**config.mk**
```make
export PLATFORM = sky130hd
export DESIGN_NAME = pic_fetch_unit
export DESIGN_NICKNAME = d
export VERILOG_FILES = /design/src/rtl/mcu_pkg.sv /design/src/rtl/pic_return_stack.sv /design/src/rtl/pic_fetch_unit.sv
export SDC_FILE = /design/constraint.sdc
export NUM_CORES = 1
export LEC_CHECK = 0
export ABC_CLOCK_PERIOD_IN_PS = 4600
export BUFFER_PORTS_ARGS = -buffer_cell sky130_fd_sc_hd__clkbuf_2
export CORE_MARGIN = 8
export CORE_UTILIZATION = 50
export CTS_CLUSTER_DIAMETER = 60
export DETAILED_ROUTE_END_ITERATION = 6
export PLACE_DENSITY = 0.76
export RECOVER_POWER = 25
export SLEW_MARGIN = 5
export SYNTH_ARGS = -nofsm -noshare
export SYNTH_HDL_FRONTEND = slang
export SYNTH_HIERARCHICAL = 1
export SYNTH_SLANG_ARGS = --single-unit
```
**constraint.sdc**
```tcl
create_clock -name clk -period 4.6 [get_ports clk]
set_input_delay 0.23 -clock clk [delete_from_list [all_inputs] [get_ports clk]]
set_output_delay 0.23 -clock clk [all_outputs]
set_load 0.01 [all_outputs]
```
**src/rtl/mcu_pkg.sv**
```systemverilog
`default_nettype none
// ============================================================================
// Module   : mcu_pkg
// Purpose  : Shared widths, opcode patterns and control-flow decode for the
//            14-bit MCU core.
// Revision : 1.0 - initial release
// ============================================================================
package mcu_pkg;

  localparam int ADDR_W  = 11;
  localparam int INSTR_W = 14;

  localparam logic [INSTR_W-1:0] OP_JMP_MASK   = 14'h3800;
  localparam logic [INSTR_W-1:0] OP_GOTO       = 14'h2800;
  localparam logic [INSTR_W-1:0] OP_CALL       = 14'h2000;
  localparam logic [INSTR_W-1:0] OP_RETURN     = 14'h0008;
  localparam logic [INSTR_W-1:0] OP_RETFIE     = 14'h0009;
  localparam logic [INSTR_W-1:0] OP_RETLW_MASK = 14'h3C00;
  localparam logic [INSTR_W-1:0] OP_RETLW      = 14'h3400;

  typedef enum logic [1:0] {
    FLOW_SEQ  = 2'd0,
    FLOW_JUMP = 2'd1,
    FLOW_CALL = 2'd2,
    FLOW_RET  = 2'd3
  } flow_t;

  function automatic flow_t decode_flow(input logic [INSTR_W-1:0] word);
    flow_t f;
    f = FLOW_SEQ;
    if ((word & OP_JMP_MASK) == OP_GOTO)
      f = FLOW_JUMP;
    else if ((word & OP_JMP_MASK) == OP_CALL)
      f = FLOW_CALL;
    else if (word == OP_RETURN || word == OP_RETFIE ||
             (word & OP_RETLW_MASK) == OP_RETLW)
      f = FLOW_RET;
    return f;
  endfunction

endpackage
`default_nettype wire

```
**src/rtl/pic_return_stack.sv**
```systemverilog
`default_nettype none
// ============================================================================
// Module   : pic_return_stack
// Purpose  : Circular return-address stack with saturating depth and
//            registered overflow/underflow pulses.
// Revision : 1.0 - initial release
// ============================================================================
module pic_return_stack #(
  parameter int STACK_DEPTH = 8,
  parameter int ADDR_W      = 11
) (
  input  logic              clk,
  input  logic              reset,
  input  logic              hold,
  input  logic              push,
  input  logic              pop,
  input  logic [ADDR_W-1:0] push_data,
  output logic [ADDR_W-1:0] pop_data,
  output logic              ovf,
  output logic              unf
);

  localparam int PTR_W   = (STACK_DEPTH > 1) ? $clog2(STACK_DEPTH) : 1;
  localparam int DEPTH_W = $clog2(STACK_DEPTH + 1);
  localparam logic [DEPTH_W-1:0] C_FULL = DEPTH_W'(STACK_DEPTH);

  logic [ADDR_W-1:0]  r_mem [STACK_DEPTH];
  logic [PTR_W-1:0]   r_ptr;
  logic [PTR_W-1:0]   w_ptr_dec;
  logic [DEPTH_W-1:0] r_depth;
  logic               r_ovf;
  logic               r_unf;
  logic               w_full;
  logic               w_empty;
  logic               w_push;
  logic               w_pop;

  assign w_ptr_dec = r_ptr - PTR_W'(1);
  assign w_full    = (r_depth == C_FULL);
  assign w_empty   = (r_depth == '0);
  assign w_push    = push && !hold;
  assign w_pop     = pop && !hold && !push;
  assign pop_data  = r_mem[w_ptr_dec];
  assign ovf       = r_ovf;
  assign unf       = r_unf;

  // Entries are deliberately left unreset; only pointer and depth matter.
  always_ff @(posedge clk) begin
    if (!reset && w_push)
      r_mem[r_ptr] <= push_data;
  end

  always_ff @(posedge clk) begin
    if (reset) begin
      r_ptr   <= '0;
      r_depth <= '0;
      r_ovf   <= 1'b0;
      r_unf   <= 1'b0;
    end else if (!hold) begin
      r_ovf <= w_push && w_full;
      r_unf <= w_pop && w_empty;
      if (w_push) begin
        r_ptr <= r_ptr + PTR_W'(1);
        if (!w_full)
          r_depth <= r_depth + DEPTH_W'(1);
      end else if (w_pop) begin
        r_ptr <= w_ptr_dec;
        if (!w_empty)
          r_depth <= r_depth - DEPTH_W'(1);
      end
    end
  end

endmodule
`default_nettype wire

```
**src/rtl/pic_fetch_unit.sv**
```systemverilog
`default_nettype none
// ============================================================================
// Module   : pic_fetch_unit
// Purpose  : Instruction fetch front end: PC, instruction register and local
//            resolution of GOTO/CALL/RETURN/RETLW/RETFIE.
// Revision : 1.0 - initial release
// ============================================================================
module pic_fetch_unit #(
  parameter int                ADDR_W       = mcu_pkg::ADDR_W,
  parameter int                INSTR_W      = mcu_pkg::INSTR_W,
  parameter int                STACK_DEPTH  = 8,
  parameter logic [ADDR_W-1:0] RESET_VECTOR = '0
) (
  input  logic               clk,
  input  logic               reset,
  output logic [ADDR_W-1:0]  rom_addr_out,
  input  logic [INSTR_W-1:0] rom_data_in,
  input  logic               stall,
  input  logic               skip_req,
  input  logic               pc_load,
  input  logic [ADDR_W-1:0]  pc_load_addr,
  output logic [INSTR_W-1:0] ir_out,
  output logic               ir_valid,
  output logic [ADDR_W-1:0]  ir_pc,
  output logic               stk_ovf,
  output logic               stk_unf
);

  import mcu_pkg::*;

  logic [ADDR_W-1:0]  r_pc;
  logic [INSTR_W-1:0] r_ir;
  logic               r_ir_valid;
  logic [ADDR_W-1:0]  r_ir_pc;
  logic [ADDR_W-1:0]  w_pc_inc;
  logic [ADDR_W-1:0]  w_pc_next;
  logic [ADDR_W-1:0]  w_pop_data;
  flow_t              w_flow;
  logic               w_decode;
  logic               w_push;
  logic               w_pop;
  logic               w_hold;

  assign rom_addr_out = r_pc;
  assign ir_out       = r_ir;
  assign ir_valid     = r_ir_valid;
  assign ir_pc        = r_ir_pc;

  assign w_pc_inc = r_pc + ADDR_W'(1);
  assign w_flow   = decode_flow(rom_data_in);
  // Only a word that reaches decode may touch the stack.
  assign w_decode = !pc_load && !stall && !skip_req;
  assign w_push   = w_decode && (w_flow == FLOW_CALL);
  assign w_pop    = w_decode && (w_flow == FLOW_RET);
  assign w_hold   = stall && !pc_load;

  always_comb begin
    w_pc_next = w_pc_inc;
    case (w_flow)
      FLOW_JUMP, FLOW_CALL: w_pc_next = rom_data_in[ADDR_W-1:0];
      FLOW_RET:             w_pc_next = w_pop_data;
      default:              w_pc_next = w_pc_inc;
    endcase
  end

  always_ff @(posedge clk) begin
    if (reset) begin
      r_pc       <= RESET_VECTOR;
      r_ir       <= '0;
      r_ir_valid <= 1'b0;
      r_ir_pc    <= '0;
    end else if (pc_load) begin
      r_pc       <= pc_load_addr;
      r_ir_valid <= 1'b0;
    end else if (!stall) begin
      r_ir    <= rom_data_in;
      r_ir_pc <= r_pc;
      if (skip_req) begin
        r_ir_valid <= 1'b0;
        r_pc       <= w_pc_inc;
      end else begin
        r_ir_valid <= 1'b1;
        r_pc       <= w_pc_next;
      end
    end
  end

  pic_return_stack #(
    .STACK_DEPTH (STACK_DEPTH),
    .ADDR_W      (ADDR_W)
  ) u_stack (
    .clk       (clk),
    .reset     (reset),
    .hold      (w_hold),
    .push      (w_push),
    .pop       (w_pop),
    .push_data (w_pc_inc),
    .pop_data  (w_pop_data),
    .ovf       (stk_ovf),
    .unf       (stk_unf)
  );

endmodule
`default_nettype wire

```
# ---- Word level (Yosys, flattened, before mapping)
# Memory sizes are Yosys's and may differ from the RTL's.
# Cells that the tools add are included.
dict set report op_classes {
  n_eq_ne 12
  reduce_logical 26
  mux 16
  bitwise_logic 3
  n_addsub 5
}
# cell count
set op_table {}
lappend op_table {{2-to-1 mux 11 bit} 3}
lappend op_table {{equality test 14 x 4 -> 1 bit, second input constant} 2}
lappend op_table {{one-hot mux 11 bit (2 select lines)} 1}
lappend op_table {{2-to-1 mux 4 bit} 4}
lappend op_table {{adder 11 x 1 -> 11 bit, second input constant} 1}
lappend op_table {{logical AND 1 bit} 11}
lappend op_table {{equality test 4 bit, second input constant} 2}
lappend op_table {{equality test 3 bit, second input constant} 2}
lappend op_table {{zero test 1 bit} 6}
lappend op_table {{2-to-1 mux 2 bit} 3}
lappend op_table {{2-to-1 mux 3 bit} 2}
lappend op_table {{adder 4 x 1 -> 4 bit, second input constant} 1}
lappend op_table {{equality test 2 bit, second input constant} 2}
lappend op_table {{zero test 4 bit} 1}
lappend op_table {{!= test 2 bit, second input constant} 2}
lappend op_table {{AND reduction 2 bit} 2}
lappend op_table {{AND reduction 4 bit} 1}
lappend op_table {{OR reduction 2 bit} 2}
lappend op_table {{subtractor 4 x 1 -> 4 bit, second input constant} 1}
lappend op_table {{adder 3 x 1 -> 3 bit, second input constant} 1}
lappend op_table {{2-to-1 mux 1 bit} 3}
lappend op_table {{inverter 1 bit} 3}
lappend op_table {{subtractor 3 x 1 -> 3 bit, second input constant} 1}
lappend op_table {{equality test 2 x 1 -> 1 bit, second input constant} 1}
lappend op_table {{3 further kinds} 4}
dict set report totals {
  mem_bits_rw 88
  ff_bits 46
  wordCells 71
  output_inout_bits 39
  n_memories 1
  in_bits 30
}
# memory depth width rd rd_clocked_by_memory_dff wr line_no
set mem_list {}
lappend mem_list {u_stack.r_mem 8 11 1 0 1 pic_return_stack.sv:27} ;# logic [ADDR_W-1:0] r_mem [STACK_DEPTH];

# ---- Depth between registers and ports, before layout
dict set report depth {
  depth_word 12
  depth_mapped 14
  mapped_depth_nobuf 13
}

# ---- Hierarchy
# Netlist, hierarchy kept.
# mod cells_each area_per_inst_um2 seq_area_each_um2 instances
set by_module_without_submodules {}
lappend by_module_without_submodules {pic_return_stack 205 3901.2 2822.7 1}
lappend by_module_without_submodules {pic_fetch_unit 259 2008.2 740.7 1}

# ---- Least setup slack after synthesis
# OpenSTA, ideal clock, no wires.
dict set report synth_path {
  path_type {input to register}
  startpoint {in rom_data_in[4]}
  endpoint {mem u_stack.r_mem[1][0] (enable)}
  path_buffers 1
  cell_stages 11
  arrival_time_ps 2731
  slack_ps 1476
  t_required_ps 4207
  setup_time_ps 393
  cell_sequence {nor4b_1 a31oi_1 a21oi_1 ha_1 nor3b_1 buf_2 nor2b_1 inv_2 nor2_1 nand2_1 nor3_1}
}
dict set report synth_via {
  elab_chain_len 12
  elab_cells_between_ends 13
  classes_between {3 x eq/ne; 5 x mux; 5 x reduce/logical}
}
# item line_no
set synth_lines {}
lappend synth_lines {{from (decl)} pic_fetch_unit.sv:17} ;# input logic [INSTR_W-1:0] rom_data_in,
lappend synth_lines {{equality test 14 x 4 -> 1 bit} mcu_pkg.sv:35} ;# else if (word == OP_RETURN || word == OP_RETFIE ||
lappend synth_lines {{logical OR 1 bit (*) (2 in a row)} mcu_pkg.sv:35}
lappend synth_lines {{2-to-1 mux 2 bit (*)} mcu_pkg.sv:35}
lappend synth_lines {{2-to-1 mux 2 bit (*)} mcu_pkg.sv:33} ;# else if ((word & OP_JMP_MASK) == OP_CALL)
lappend synth_lines {{2-to-1 mux 2 bit (*)} mcu_pkg.sv:31} ;# if ((word & OP_JMP_MASK) == OP_GOTO)
lappend synth_lines {{equality test 2 bit (*)} pic_fetch_unit.sv:53} ;# assign w_push = w_decode && (w_flow == FLOW_CALL);
lappend synth_lines {{logical AND 1 bit (*)} pic_fetch_unit.sv:53}
lappend synth_lines {{named net w_push} pic_fetch_unit.sv:40} ;# logic w_push;
lappend synth_lines {{logical AND 1 bit (*)} pic_return_stack.sv:41} ;# assign w_push = push && !hold;
lappend synth_lines {{logical AND 1 bit (*)} pic_return_stack.sv:49} ;# if (!reset && w_push)
lappend synth_lines {{2-to-1 mux 1 bit (*)} pic_return_stack.sv:49}
lappend synth_lines {{2-to-1 mux 1 bit (not written as such) (*)} pic_return_stack.sv:50} ;# r_mem[r_ptr] <= push_data;
lappend synth_lines {{to (decl)} pic_return_stack.sv:27}
# The timed path passes the listed nets; every way through them passes the cells marked *.

# ---- Worst setup path after layout
dict set report layout_path {
  startpoint {in pc_load}
  endpoint {mem u_stack.r_mem[5][2] (enable)}
}
dict set report layout_via {
  elab_chain_len 8
  elab_cells_between_ends 10
  classes_between {2 x mux; 8 x reduce/logical}
}
# item line_no
set layout_lines {}
lappend layout_lines {{from (decl)} pic_fetch_unit.sv:20} ;# input logic pc_load,
lappend layout_lines {{zero test 1 bit} pic_fetch_unit.sv:52} ;# assign w_decode = !pc_load && !stall && !skip_req;
lappend layout_lines {{logical AND 1 bit (2 in a row)} pic_fetch_unit.sv:52}
lappend layout_lines {{logical AND 1 bit} pic_fetch_unit.sv:53}
lappend layout_lines {{named net w_push} pic_fetch_unit.sv:40}
lappend layout_lines {{logical AND 1 bit} pic_return_stack.sv:41}
lappend layout_lines {{logical AND 1 bit} pic_return_stack.sv:49}
lappend layout_lines {{2-to-1 mux 1 bit} pic_return_stack.sv:49}
lappend layout_lines {{2-to-1 mux 1 bit (not written as such)} pic_return_stack.sv:50}
# The timed path passes the listed nets, and every way through them passes these cells.

==> flow_metrics.tcl <==
set metrics [dict create \
    outcome "finished, violations left" \
    violations "max-capacitance violations, max-slew violations" \
    cts.repair.resized 0 \
    synth_nets 502 \
    holdPathStages 3 \
    synth_cells 464 \
    numCtsBuffers 17 \
    first_pass_iters 5 \
    hold_class "in -> reg" \
    start_util 0.5153 \
    synth.avg_cell_area_um2 12.74 \
    track_usage 0.1773 \
    post-route-period-util 0.7286 \
    finalHoldViolCount 0 \
    root_buffer "clkbuf_16" \
    ys_seq_area_frac 0.6030 \
    max_freq_mhz 298.4 \
    ff2ff_path_depth 7 \
    grt_pass1_wl_mm 21.63 \
    cts.sinks 134 \
    tightest_slew_ns 1.728 \
    drcViolationCount 0 \
    clock_latency_ns 0.42 \
    fillCellCount 890 \
    via_per_inst 5.940 \
    cts_tree "yes" \
    worst_ep_required_time_ns 4.63 \
    path_class "in -> reg" \
    setup_violations 0 \
    slew_viol_final 28 \
    cts_buffer_depth 2 \
    multi_input_area_um2 2121 \
    synth_edf_count 88 \
    ant_nets 0 \
    fin_worst_skew_ns 0.01056 \
    yosys_warnings 6 \
    layout_min_cycle_time_ns 3.352 \
    drtIter0Drc 476 \
    utilization 0.5980 \
    area_delta_synth_final_pct 16.05 \
    power_density_nw_per_um2 410.5 \
    layout_common_cells "edfxtp_1 (88), nand2_1 (67), a21oi_1 (49)" \
    die_x_um 124.7 \
    regArea_um2 3563 \
    path_clk_slew_ns 0.06 \
    ctsHtreeMaxLevel 4 \
    antenna_found_initial 0 \
    place_hpwl_mm 9.324 \
    setup_tns_ns 0 \
    async_flop_share 0 \
    portBuffers 68 \
    synth_flop_cell "edfxtp_1" \
    ys_seq_elements 134 \
    die_h_um 124.7 \
    endpoint_kind "register" \
    drive_above_1_share 0.2074 \
    fin_nets 565 \
    grt_setup_unrepaired "false" \
    io_pins 69 \
    grt_util_met2 0.2947 \
    cp.arrival_ns 3.38 \
    vias 4057 \
    hold_ws_ns 0.06006 \
    grt_pass1_vias 3965 \
    wl_per_cell_um 20.02 \
    wirelength_mm 13.67 \
    grt-busiest-layer "met2" \
    fp.coreArea_um2 11470 \
    cp_max_fo 27 \
    slew_headroom -0.1563 \
    syn_area_um2 5909 \
    final_common_cell "edfxtp_1" \
    synth.distinct_cells 55 \
    antenna_cells 0 \
    p_leak_nw 2.363 \
    fin_total_pwr_mw 2.815 \
    use_met1 0.2114 \
    grt_max_degree 51 \
    startpoint_type "primary input" \
    grt_overflow 0 \
    use_met3 0.05404 \
    max-vdd-ir-drop_uv 299.4 \
    ctsHoldBuffers 0 \
    globalplace.congestion 0.9058 \
    num_rows 39 \
    maxCapViolCount 1 \
    die_area_um2 15550 \
    post_cts_buffers 0 \
]
-- worst max-delay path: stages --
cell and delay (ns):
clkbuf_1 0.42, or2_1 0.73, nor3b_1 0.34, buf_4 0.20, nor2b_1 0.28, inv_2 0.10, nor2_1 0.14, nand2_1 0.12
nor2_1 0.80
-- per-stage QoR --
step | area, um^2 | cells | setup slack, ns
after floorplan | 5909 | 464 | 1.476
after detailed placement | 6322 | 651 | 1.037
after global placement | 6322 | 651 | 1.128
after global routing | 6858 | 683 | 0.9174
final | 6858 | 683 | 1.248
after CTS | 6909 | 683 | 1.407
-- cell usage after synthesis, types with 2 or more instances --
library cell	instances	area, um^2
nor3_1	4	20.02
o22ai_1	3	18.77
buf_6	3	33.78
mux2i_1	3	30.03
or2_1	2	12.51
mux4_2	22	495.5
xnor2_1	10	87.58
nand3_1	5	25.02
nand4_1	2	12.51
xor2_1	5	43.79
nor3b_1	2	15.01
o31ai_1	3	22.52
nand3b_1	2	15.01
o21ai_1	2	10.01
nor2_2	2	12.51
nor2b_1	3	18.77
o21ai_0	6	30.03
a221oi_1	5	43.79
a22o_1	2	17.52
edfxtp_1	88	2643
or3_1	2	12.51
buf_2	19	95.09
nor4_1	3	18.77
a221oi_2	4	60.06
o32ai_1	2	17.52
and4_1	2	17.52
a22oi_1	3	22.52
and3_1	3	18.77
ha_1	8	100.1
nand2_1	67	251.5
mux2_2	11	123.9
nand2b_1	4	25.02
clkbuf_1	9	33.78
a221o_1	3	30.03
a21oi_1	49	245.2
dfxtp_1	46	920.9
a211o_1	4	35.03
inv_1	12	45.04
nor2_1	23	86.33
-- report_power, final --
group	total [mW]	internal [mW]	switching (mW)
Sequential	1.33	1.31	0.0215
Combinational	0.174	0.0615	0.112
Clock	1.31	0.792	0.521
-- per-layer routing --
layer / share of wire / routed length [um]
met5: 0 / 0
met4: 0.020 / 269
met3: 0.068 / 929
met2: 0.50 / 6861
met1: 0.41 / 5611
-- worst paths after layout --
path / endpoint / slack, ns / from
worst min register to register: ir_out[8] / 0.45 / ir_out[8]
worst max register to register: rom_addr_out[4] / 1.48 / u_stack/r_ptr[1]
worst min-delay path: ir_out[0] / 0.06 / rom_data_in[0]
worst max-delay path: u_stack/r_mem[5][2] / 1.25 / pc_load
-- cell type report --
class | count | share of cell area
repair buffers | 77 | 0.05236
multi-input cells | 284 | 0.3092
clock buffers | 21 | 0.07353
inverters | 13 | 0.007115
clock inverters | 11 | 0.01204
flip-flops and latches | 134 | 0.5196
well taps | 143 | 0.02609
-- kinds of logic after synthesis --
| group | Yosys count | share of synthesized area |
|---|---|---|
| flip-flops | 134 | 0.6030 |
| adder cells (fa/ha/maj) | 8 | 0.01694 |
| AO/OA/AOI/OAI | 95 | 0.1078 |
| multiplexers | 36 | 0.1099 |
| buffers and inverters | 46 | 0.03769 |
| AND/OR/NAND/NOR | 129 | 0.09972 |
| XOR/XNOR | 16 | 0.02498 |
-- state kept, by name (all words and copies together) (netlist names) --
register / count
ir_out: 14
ir_pc: 11
ir_valid: 1
rom_addr_out: 11
u_stack/ovf: 1
u_stack/r_depth: 4
u_stack/r_mem: 88
u_stack/r_ptr: 3
u_stack/unf: 1
(Power assumes the default switching activity.)
